===== config.mk =====
export PLATFORM = sky130hd
export DESIGN_NAME = can_tx_scheduler
export DESIGN_NICKNAME = d
export VERILOG_FILES = /design/src/rtl/can_tx_scheduler.sv
export SDC_FILE = /design/constraint.sdc
export NUM_CORES = 1
export LEC_CHECK = 0
export ABC_AREA = 1
export BUFFER_PORTS_ARGS = -buffer_cell sky130_fd_sc_hd__buf_2
export CAP_MARGIN = 10
export CORE_UTILIZATION = 59
export DETAILED_ROUTE_END_ITERATION = 7
export PLACE_DENSITY = 0.88
export SYNTH_ARGS = -nofsm -noshare
export SYNTH_HDL_FRONTEND = slang
export SYNTH_SLANG_ARGS = --single-unit

===== constraint.sdc =====
create_clock -name clock -period 10.05 [get_ports clock]
set_input_delay 2.01 -clock clock [delete_from_list [all_inputs] [get_ports clock]]
set_output_delay 2.01 -clock clock [all_outputs]
set_load 0.02 [all_outputs]

===== src/rtl/can_tx_scheduler.sv =====
// Transmit mailbox scheduler: presents the lowest-ID pending mailbox to one CAN node and tracks retries.
// Optional build macro CAN_SCHED_STATS_EN adds tx_total/retx_total saturating counters.
package can_tx_pkg;
  localparam int unsigned DATA_SIZE = 32;
  localparam int unsigned ID_SIZE   = 11;
endpackage

module can_tx_scheduler
  import can_tx_pkg::*;
#(
  parameter int unsigned NUM_MBOX  = 4,
  parameter int unsigned MAX_RETRY = 8,
  localparam int unsigned IDX_W    = $clog2(NUM_MBOX)
) (
  input  logic                 clock,
  input  logic                 reset,
  input  logic                 wr_en,
  input  logic [IDX_W-1:0]     wr_idx,
  input  logic [DATA_SIZE-1:0] wr_data,
  input  logic [ID_SIZE-1:0]   wr_id,
  output logic                 wr_err,
  input  logic [NUM_MBOX-1:0]  abort,
  input  logic                 node_req,
  input  logic                 node_retx,
  output logic [DATA_SIZE-1:0] node_packet,
  output logic [ID_SIZE-1:0]   node_id,
  output logic [NUM_MBOX-1:0]  pending,
  output logic                 busy,
  output logic [NUM_MBOX-1:0]  done,
  output logic [NUM_MBOX-1:0]  fail
`ifdef CAN_SCHED_STATS_EN
  ,
  output logic [15:0]          tx_total,
  output logic [15:0]          retx_total
`endif
);

  localparam int unsigned RETRY_W = 8;
  localparam logic [RETRY_W-1:0] RETRY_LIM = RETRY_W'(MAX_RETRY);

  typedef enum logic {IDLE, INFLIGHT} state_t;

  state_t               state_q, state_d;
  logic [NUM_MBOX-1:0]  valid_q, valid_d;
  logic [IDX_W-1:0]     infl_q, infl_d;
  logic [IDX_W-1:0]     cand_idx_q, cand_idx_d;
  logic                 cand_vld_q, cand_vld_d;
  logic [RETRY_W-1:0]   retry_q, retry_d, retry_inc;
  logic                 retx_q, retx_rise;
  logic                 wr_ok, wr_err_d, req_idle;
  logic [NUM_MBOX-1:0]  done_d, fail_d;
  logic [DATA_SIZE-1:0] packet_d;
  logic [ID_SIZE-1:0]   nid_d, id_eff, best_id;
  logic [DATA_SIZE-1:0] data_q [NUM_MBOX];
  logic [ID_SIZE-1:0]   id_q   [NUM_MBOX];

  // Next-state: retry/retire/commit, then abort and write, then candidate selection on the updated set
  always_comb begin
    state_d   = state_q;
    valid_d   = valid_q;
    infl_d    = infl_q;
    retry_d   = retry_q;
    done_d    = '0;
    fail_d    = '0;
    req_idle  = 1'b0;
    retx_rise = node_retx & ~retx_q;
    retry_inc = (retry_q == '1) ? retry_q : retry_q + RETRY_W'(1);

    case (state_q)
      IDLE: req_idle = node_req;
      INFLIGHT: begin
        if (retx_rise) begin
          retry_d = retry_inc;
          if (retry_inc == RETRY_LIM) begin
            fail_d[infl_q]  = 1'b1;
            valid_d[infl_q] = 1'b0;
            retry_d         = '0;
            state_d         = IDLE;
            req_idle        = node_req;
          end
        end else if (node_req && !node_retx) begin
          done_d[infl_q]  = 1'b1;
          valid_d[infl_q] = 1'b0;
          state_d         = IDLE;
          req_idle        = 1'b1;
        end
      end
      default: state_d = IDLE;
    endcase

    if (req_idle && cand_vld_q) begin
      state_d = INFLIGHT;
      infl_d  = cand_idx_q;
      retry_d = '0;
    end

    // The in-flight message and the one the node is latching right now are protected
    for (int unsigned i = 0; i < NUM_MBOX; i++) begin
      if (abort[i] && !(state_q == INFLIGHT && IDX_W'(i) == infl_q) &&
          !(node_req && cand_vld_q && IDX_W'(i) == cand_idx_q))
        valid_d[i] = 1'b0;
    end

    wr_ok = wr_en && (32'(wr_idx) < NUM_MBOX) && (wr_data != '0) &&
            !(state_q == INFLIGHT && wr_idx == infl_q) &&
            !(node_req && cand_vld_q && wr_idx == cand_idx_q);
    wr_err_d = wr_en && !wr_ok;
    if (wr_ok) valid_d[wr_idx] = 1'b1;

    cand_vld_d = 1'b0;
    cand_idx_d = cand_idx_q;
    best_id    = '0;
    id_eff     = '0;
    for (int unsigned i = 0; i < NUM_MBOX; i++) begin
      id_eff = (wr_ok && wr_idx == IDX_W'(i)) ? wr_id : id_q[i];
      if (valid_d[i] && !(state_d == INFLIGHT && IDX_W'(i) == infl_d) &&
          (!cand_vld_d || id_eff < best_id)) begin
        cand_vld_d = 1'b1;
        cand_idx_d = IDX_W'(i);
        best_id    = id_eff;
      end
    end

    packet_d = '0;
    nid_d    = '0;
    if (cand_vld_d) begin
      packet_d = (wr_ok && wr_idx == cand_idx_d) ? wr_data : data_q[cand_idx_d];
      nid_d    = best_id;
    end
  end

  always_ff @(posedge clock) begin
    if (reset) begin
      state_q     <= IDLE;
      valid_q     <= '0;
      infl_q      <= '0;
      cand_idx_q  <= '0;
      cand_vld_q  <= 1'b0;
      retry_q     <= '0;
      retx_q      <= 1'b0;
      node_packet <= '0;
      node_id     <= '0;
      wr_err      <= 1'b0;
      done        <= '0;
      fail        <= '0;
    end else begin
      state_q     <= state_d;
      valid_q     <= valid_d;
      infl_q      <= infl_d;
      cand_idx_q  <= cand_idx_d;
      cand_vld_q  <= cand_vld_d;
      retry_q     <= retry_d;
      retx_q      <= node_retx;
      node_packet <= packet_d;
      node_id     <= nid_d;
      wr_err      <= wr_err_d;
      done        <= done_d;
      fail        <= fail_d;
    end
  end

  // Mailbox storage; contents are only meaningful while the valid flag is set
  always_ff @(posedge clock) begin
    if (!reset && wr_ok) begin
      data_q[wr_idx] <= wr_data;
      id_q[wr_idx]   <= wr_id;
    end
  end

  assign busy    = (state_q == INFLIGHT);
  assign pending = valid_q;

`ifdef CAN_SCHED_STATS_EN
  always_ff @(posedge clock) begin
    if (reset) begin
      tx_total   <= '0;
      retx_total <= '0;
    end else begin
      if (|done_d && tx_total != '1) tx_total <= tx_total + 16'd1;
      if (retx_rise && retx_total != '1) retx_total <= retx_total + 16'd1;
    end
  end
`endif

endmodule


After elaboration in Yosys (flattened, before gate mapping)
Memory sizes are Yosys's and may differ from the RTL's. A register that Yosys moved wholly into a read port is not among the register bits.
Cells that the tools add are included.
{"block": "classes", "add_sub_neg": 1, "order_cmp": 7, "n_eq_ne": 16, "n_mux": 43, "bitwise": 10, "n_reduce_logical": 76}
{"op": "11-bit two-way mux", "n": 8}
{"op": "1-bit logical AND", "n": 43}
{"op": "11-bit < comparator", "n": 3}
{"op": "32-bit nonzero test", "n": 1}
{"op": "1-bit logical NOT", "n": 20}
{"op": "1-bit two-way mux", "n": 20}
{"op": "4-bit two-way mux", "n": 5}
{"op": "8-bit two-way mux", "n": 2}
{"op": "2-bit equality test (first input constant)", "n": 6}
{"op": "2-bit two-way mux", "n": 5}
{"op": "8-bit by 1-bit adder with 8-bit output (second input constant)", "n": 1}
{"op": "8-bit by 4-bit equality test with 1-bit output (second input constant)", "n": 1}
{"op": "8-bit equality test (second input constant)", "n": 1}
{"op": "2-bit logical NOT", "n": 4}
{"op": "4-bit OR reduction", "n": 2}
{"op": "1-bit by 2-bit equality test with 1-bit output (first input constant)", "n": 3}
{"op": "2-bit by 3-bit < comparator with 1-bit output (second input constant)", "n": 2}
{"op": "1-bit NOT", "n": 6}
{"op": "4-bit bitwise AND", "n": 1}
{"op": "1-bit demux with 2-bit select", "n": 2}
{"op": "2-bit equality test", "n": 2}
{"op": "2-bit equality test (second input constant)", "n": 2}
{"op": "2-bit by 1-bit >= comparator with 1-bit output (second input constant)", "n": 2}
{"op": "4-bit NOT", "n": 1}
{"op": "other kinds (7)", "n": 10}
{"block": "word_totals", "register_bits": 39, "mem_bits_rw": 172, "input_bits": 54, "output_inout_bits": 57, "elab_cells": 166, "mem_count": 2}
{"memory": "data_q", "words": 4, "word_bits": 32, "rd": 1, "rd_ports_with_merged_regs": 1, "wr": 1, "line_no": "54", "rtl": "logic [DATA_SIZE-1:0] data_q [NUM_MBOX];"}
{"memory": "id_q", "words": 4, "word_bits": 11, "rd": 4, "rd_ports_with_merged_regs": 0, "wr": 1, "line_no": "55", "rtl": "logic [ID_SIZE-1:0] id_q [NUM_MBOX];"}

Longest topological paths before layout
{"block": "depth", "word_depth": 28, "depth_mapped": 58, "ltp_nobuf": 55}

Worst setup path before layout
No wires, ideal clock.
{"block": "synth_timing", "path_kind": "input port to flip-flop", "startpoint": "in node_req", "endpoint": "reg node_packet[0], read port of data_q", "setup_ns": 0.113, "arrival_time_ns": 7.944, "t_required_ns": 9.937, "path_slack_ns": 1.993, "cell_stages": 51, "path_buffers": 6, "path_cell_list": "nand2_1 > inv_1 > o221ai_1 > o21ai_0 > nor2_1 > and2_1 > clkbuf_1 > nand2_1 > o21ai_1 > nand2_1 > inv_2 > clkbuf_1 > o211ai_1 > ha_1 > nand2_1 > inv_1 > nand3_1 > a31oi_1 > (+15 left out) > clkbuf_1 > o21ai_0 > ha_1 > nand2_1 > nor2_1 > a211oi_1 > o221a_2 > nand2_1 > nand2_2 > nand2_4 > nand2_2 > buf_4 > buf_4 > nand2_1 > nand3_1 > nand2_1 > nor2_1 > nor2_1"}
{"block": "synth_via", "elab_chain_cells": 25, "word_cells_on_any_way": 85, "cone_classes": "order compare: 3; eq/ne: 3; mux: 32; bitwise: 2; reduce/logical: 45"}
{"item": "start: declaration", "line_no": "23", "rtl": "input logic node_req,"}
{"item": "1-bit logical AND", "line_no": "81", "rtl": "end else if (node_req && !node_retx) begin"}
{"item": "1-bit two-way mux", "line_no": "81"}
{"item": "1-bit two-way mux", "line_no": "72", "rtl": "if (retx_rise) begin"}
{"item": "1-bit case mux with 2 select lines", "line_no": "69", "rtl": "case (state_q)"}
{"item": "1-bit logical AND", "line_no": "91", "rtl": "if (req_idle && cand_vld_q) begin"}
{"item": "2-bit two-way mux", "line_no": "91"}
{"item": "2-bit logical NOT", "line_no": "116", "rtl": "if (valid_d[i] && !(state_d == INFLIGHT && IDX_W'(i) == infl_d) &&"}
{"item": "1-bit logical AND", "line_no": "116"}
{"item": "(+9 left out)"}
{"item": "1-bit logical AND", "line_no": "116"}
{"item": "11-bit two-way mux or 1-bit two-way mux (tied branches)", "line_no": "116"}
{"item": "11-bit < comparator or 1-bit logical NOT (tied branches)", "line_no": "117", "rtl": "(!cand_vld_d || id_eff < best_id)) begin"}
{"item": "1-bit logical OR", "line_no": "117"}
{"item": "1-bit logical AND", "line_no": "116"}
{"item": "1-bit two-way mux", "line_no": "116"}
{"item": "1-bit NOT (no source line)"}
{"item": "2-bit OR reduction (no source line)"}
{"item": "end: declaration", "line_no": "25", "rtl": "output logic [DATA_SIZE-1:0] node_packet,"}
Parallel ways exist; a longest one is shown, timed or not.
A chain may end at the register's enable or synchronous reset.

Worst setup path in the final report
{"block": "layout_timing", "startpoint": "in wr_data[19]", "endpoint": "reg node_packet[20], read port of data_q"}
{"block": "layout_via", "elab_chain_cells": 21, "word_cells_on_any_way": 42, "cone_classes": "order compare: 3; mux: 16; bitwise: 1; reduce/logical: 22"}
{"item": "start: declaration", "line_no": "19", "rtl": "input logic [DATA_SIZE-1:0] wr_data,"}
{"item": "32-bit nonzero test *", "line_no": "104", "rtl": "wr_ok = wr_en && (32'(wr_idx) < NUM_MBOX) && (wr_data != '0) &&"}
{"item": "1-bit logical AND * (2 in series)", "line_no": "104"}
{"item": "1-bit logical AND *", "line_no": "105", "rtl": "!(state_q == INFLIGHT && wr_idx == infl_q) &&"}
{"item": "1-bit logical AND or 4-bit two-way mux (tied branches)", "line_no": "115, 108"}
{"item": "11-bit two-way mux or 1-bit logical AND (tied branches)", "line_no": "115, 116"}
{"item": "11-bit two-way mux or 1-bit two-way mux (tied branches)", "line_no": "116"}
{"item": "11-bit < comparator or 1-bit logical NOT (tied branches)", "line_no": "117"}
{"item": "1-bit logical OR", "line_no": "117"}
{"item": "(+4 left out)"}
{"item": "1-bit logical AND", "line_no": "116"}
{"item": "11-bit two-way mux or 1-bit two-way mux (tied branches)", "line_no": "116"}
{"item": "11-bit < comparator or 1-bit logical NOT (tied branches)", "line_no": "117"}
{"item": "1-bit logical OR", "line_no": "117"}
{"item": "1-bit logical AND", "line_no": "116"}
{"item": "1-bit two-way mux", "line_no": "116"}
{"item": "1-bit NOT (no source line)"}
{"item": "2-bit OR reduction (no source line)"}
Mark *: on every way between the ends. The rest lies on a longest branch, timed or not.

==> results by group <==
Outcome
  • Outcome: finished, final reports clean

Global routing
  • Total track usage: about 28%
  • Initial antenna violation count: 2
  • Global-route wire length before repair: 44,100 microns
  • Vias in the first global route: 8,821
  • Pin count of the biggest net entering global routing: 67
  • Gr ovfl total: 0

Placed design
  • Routability cong.: 0.947
  • Final HPWL DP: around 17,000 microns
  • Port bufs: 110
  • Setup WS pre-CTS: 419 ps

Finish
  • Area grow syn2layout: 14.7%
  • Fillers: 1,338
  • Share of layout cells above drive strength 1: 15.4%
  • Commonest non-fill, non-tap cell in the layout: nand2_1
  • Layout Nets: between 1,000 and 1,500
  • Commonest non-fill, non-tap cells in the layout: nand2_1 (268), edfxtp_1 (172), inv_1 (146), buf_2 (110), nor2_1 (99)

Pwr
  • Clock power share: 39.4%
  • Sw power: 701 uW
  • Total power: between 2000 and 3000 uW
  • Sequential share of power: 43.7%
  • Peak supply drop: 0.151 mV
  • Int Pwr: 1880 uW
  • Comb pwr share: between 15 and 20%
  • Sw Ratio: 27.2%
  • PwrDens: between 150 and 200 nW/um^2
  • Leak Pwr: 0.00568 uW

STA
  • Final setup violation count: 0
  • Worst Max-Slew Pin Slew: approximately 760 ps
  • Fmax: 105 MHz
  • Setup Skew: between 10 and 15 ps
  • Slew Limit Fails: 0
  • Slew HR: 49.4%
  • Final period utilization: approximately 94%
  • Minimum clock period: 9490 ps
  • Final WS setup: roughly 560 ps
  • Final TNS setup: 0 ps
  • Endpoints failing hold: 0

Setup path
  • Critical-path top delay cell: nor4_1
  • Critical Path Most Common Cell: nand2_1
  • Crit Path Category: input pin to flop
  • Critical Path Sink Type: flop
  • Crit Path Max Fanout: 32
  • Worst Path Required: around 10,000 ps
  • Arrival time worst endpoint: 9900 ps
  • CP Launch Type: input pin
  • Worst path max stage delay: roughly 520 ps

Clock network
  • Root buf cell: clkbuf_16
  • Max H-tree Level: 1
  • Post-CTS Hold Buffers: 0
  • CTS Sinks: 243
  • TritonCTS Buffers: 26
  • TritonCTS clock tree: yes
  • CTS max path bufs: 3
  • Clk_lat worst skew: 530 ps
  • Clk slew on worst S/H paths: 60 ps

Routing
  • Final Routed Wirelength: roughly 29,000 microns
  • Antenna viol nets, final: 0
  • # DRC: 0
  • 1st-iter DRT viols: between 900 and 1,000
  • Wire per inst: 17.7 microns
  • Via count: 9,302
  • Vias/cell: 5.76
  • Drt pass-1 iters: 6

Yosys
  • Mapped Cells: 1,238
  • Seq/Total Area, Yosys: 57.2%
  • EDFF count, synth: approximately 170
  • Syn Nets: 1,323
  • Mapped Area: 11,500 sq um
  • Synthesized area per cell: 9.31 sq um
  • Number of distinct library cells after synthesis: slightly above 40
  • Synth Warn #: 0
  • #FFs+latches synth: 243
  • Async S/R FF share, synth: 0%
  • Top FF cell, synth: edfxtp_1

Job
  • Max_cap viols: 0

Floorplanning
  • Top Ports: 111
  • Num rows: 50
  • Die W: 142 microns
  • Initial Utilization: 61.0%
  • Core Area: roughly 19,000 sq um
  • Chip Height: 142 microns
  • Die area: 20,100 sq um

Hold path
  • Min-delay worst type: flop to flop
metrics by stage:
step / cells / cell area, sq um / util, % / hold slack, ps
4_1_cts: 1611 / 13200 / 69.8 / 505
3_5_place_dp: 1563 / 12300 / 64.9 / 488
6_report: 1614 / 13200 / 70.0 / 504
5_1_grt: 1613 / 13200 / 70.0 / 526
3_3_place_gp: 1563 / 12300 / 64.9 / 488
2_1_floorplan: 1238 / 11500 / - / 464
kinds of logic after synthesis:
logic type	count (synthesis)	synth area share, %
buffers and inverters	211	7.45
AOI/OAI and AO/OA	135	6.51
adders and majority gates	31	3.37
and+or+nand+nor	617	25.4
DFF	243	57.2
xor gates and xnor gates	1	0.0760
synth_stat cells, types with 5 or more instances:
master,count,area share [%]
dfxtp_1,71,12
a211oi_1,6,0.39
a21oi_1,31,1.3
inv_1,146,4.8
nor3_1,9,0.39
a31oi_1,7,0.38
o21ai_0,75,3.3
nand4_1,45,2.4
nand3b_1,65,4.2
buf_4,8,0.52
inv_2,5,0.16
buf_2,11,0.48
nor2_1,103,3.4
edfxtp_1,172,45
nand2_1,270,8.8
clkbuf_1,32,1.0
buf_1,6,0.20
ha_1,31,3.4
nand2_2,11,0.60
nand3_1,91,4.0
worst paths after layout:
check,startpoint,depth (start not counted),endpoint,slack (ps)
hold / removal,retry_q[0]$_SDFFE_PP0P_,2,retry_q[0]$_SDFFE_PP0P_,500
setup reg to reg,retry_q[1]$_SDFFE_PP0P_,48,node_packet[20]$_SDFF_PP0_,1530
hold reg to reg,retry_q[0]$_SDFFE_PP0P_,2,retry_q[0]$_SDFFE_PP0P_,500
setup / recovery,wr_data[19],47,node_packet[20]$_SDFF_PP0_,560
critical path: cells and delay by family:
kind,cells,cell delay (ps)
compound gates,11,2050
fa+ha+maj,3,910
buf+inv,7,1150
simple gates,26,3760
sequential cells by signal, indices dropped and copies added (netlist names):
register / count
cand_idx_q: 2
done: 4
retx_q: 1
fail: 4
pending: 4
data_q: 128
node_packet: 32
wr_err: 1
id_q: 44
infl_q: 2
node_id: 11
retry_q: 8
cand_vld_q: 1
busy: 1
final cells by class:
class                           count  area [sq um]  share of cell area (%)
Inverter                          151           567                    4.29
Sequential cell                   243          6590                    49.8
Antenna cell                        1          2.50                  0.0189
Clock inverter                     13           194                    1.47
Tap cell                          260           325                    2.46
Multi-Input combinational cell    785          4130                    31.2
Timing Repair Buffer              126           696                    5.26
Clock buffer                       35           726                    5.49
power groups by stage:
stage | sequential, uW | combinational [uW] | clock [uW]
after floorplan | 1170 | 273 | 0
after global placement | 1150 | 402 | 0
after detailed placement | 1150 | 417 | 0
after CTS | 1130 | 425 | 1020
after global routing | 1130 | 478 | 1060
final | 1130 | 436 | 1020
metal layers:
layer	routed length (microns)	vias to the layer above	GRT usage (%)
met2	13400	558	45.9
met4	1020	2	13.5
met3	3010	92	5.64
met1	11200	4268	36.1
li1	-	4382	-
met5	15	-	0
timing repair:
item / 4_1_cts / 5_1_grt
gates resized for setup: 0 / 1
setup buffers: 0 / 1
endpoints found under the setup margin: 0 / 32
Power figures use the tool's default switching activity.
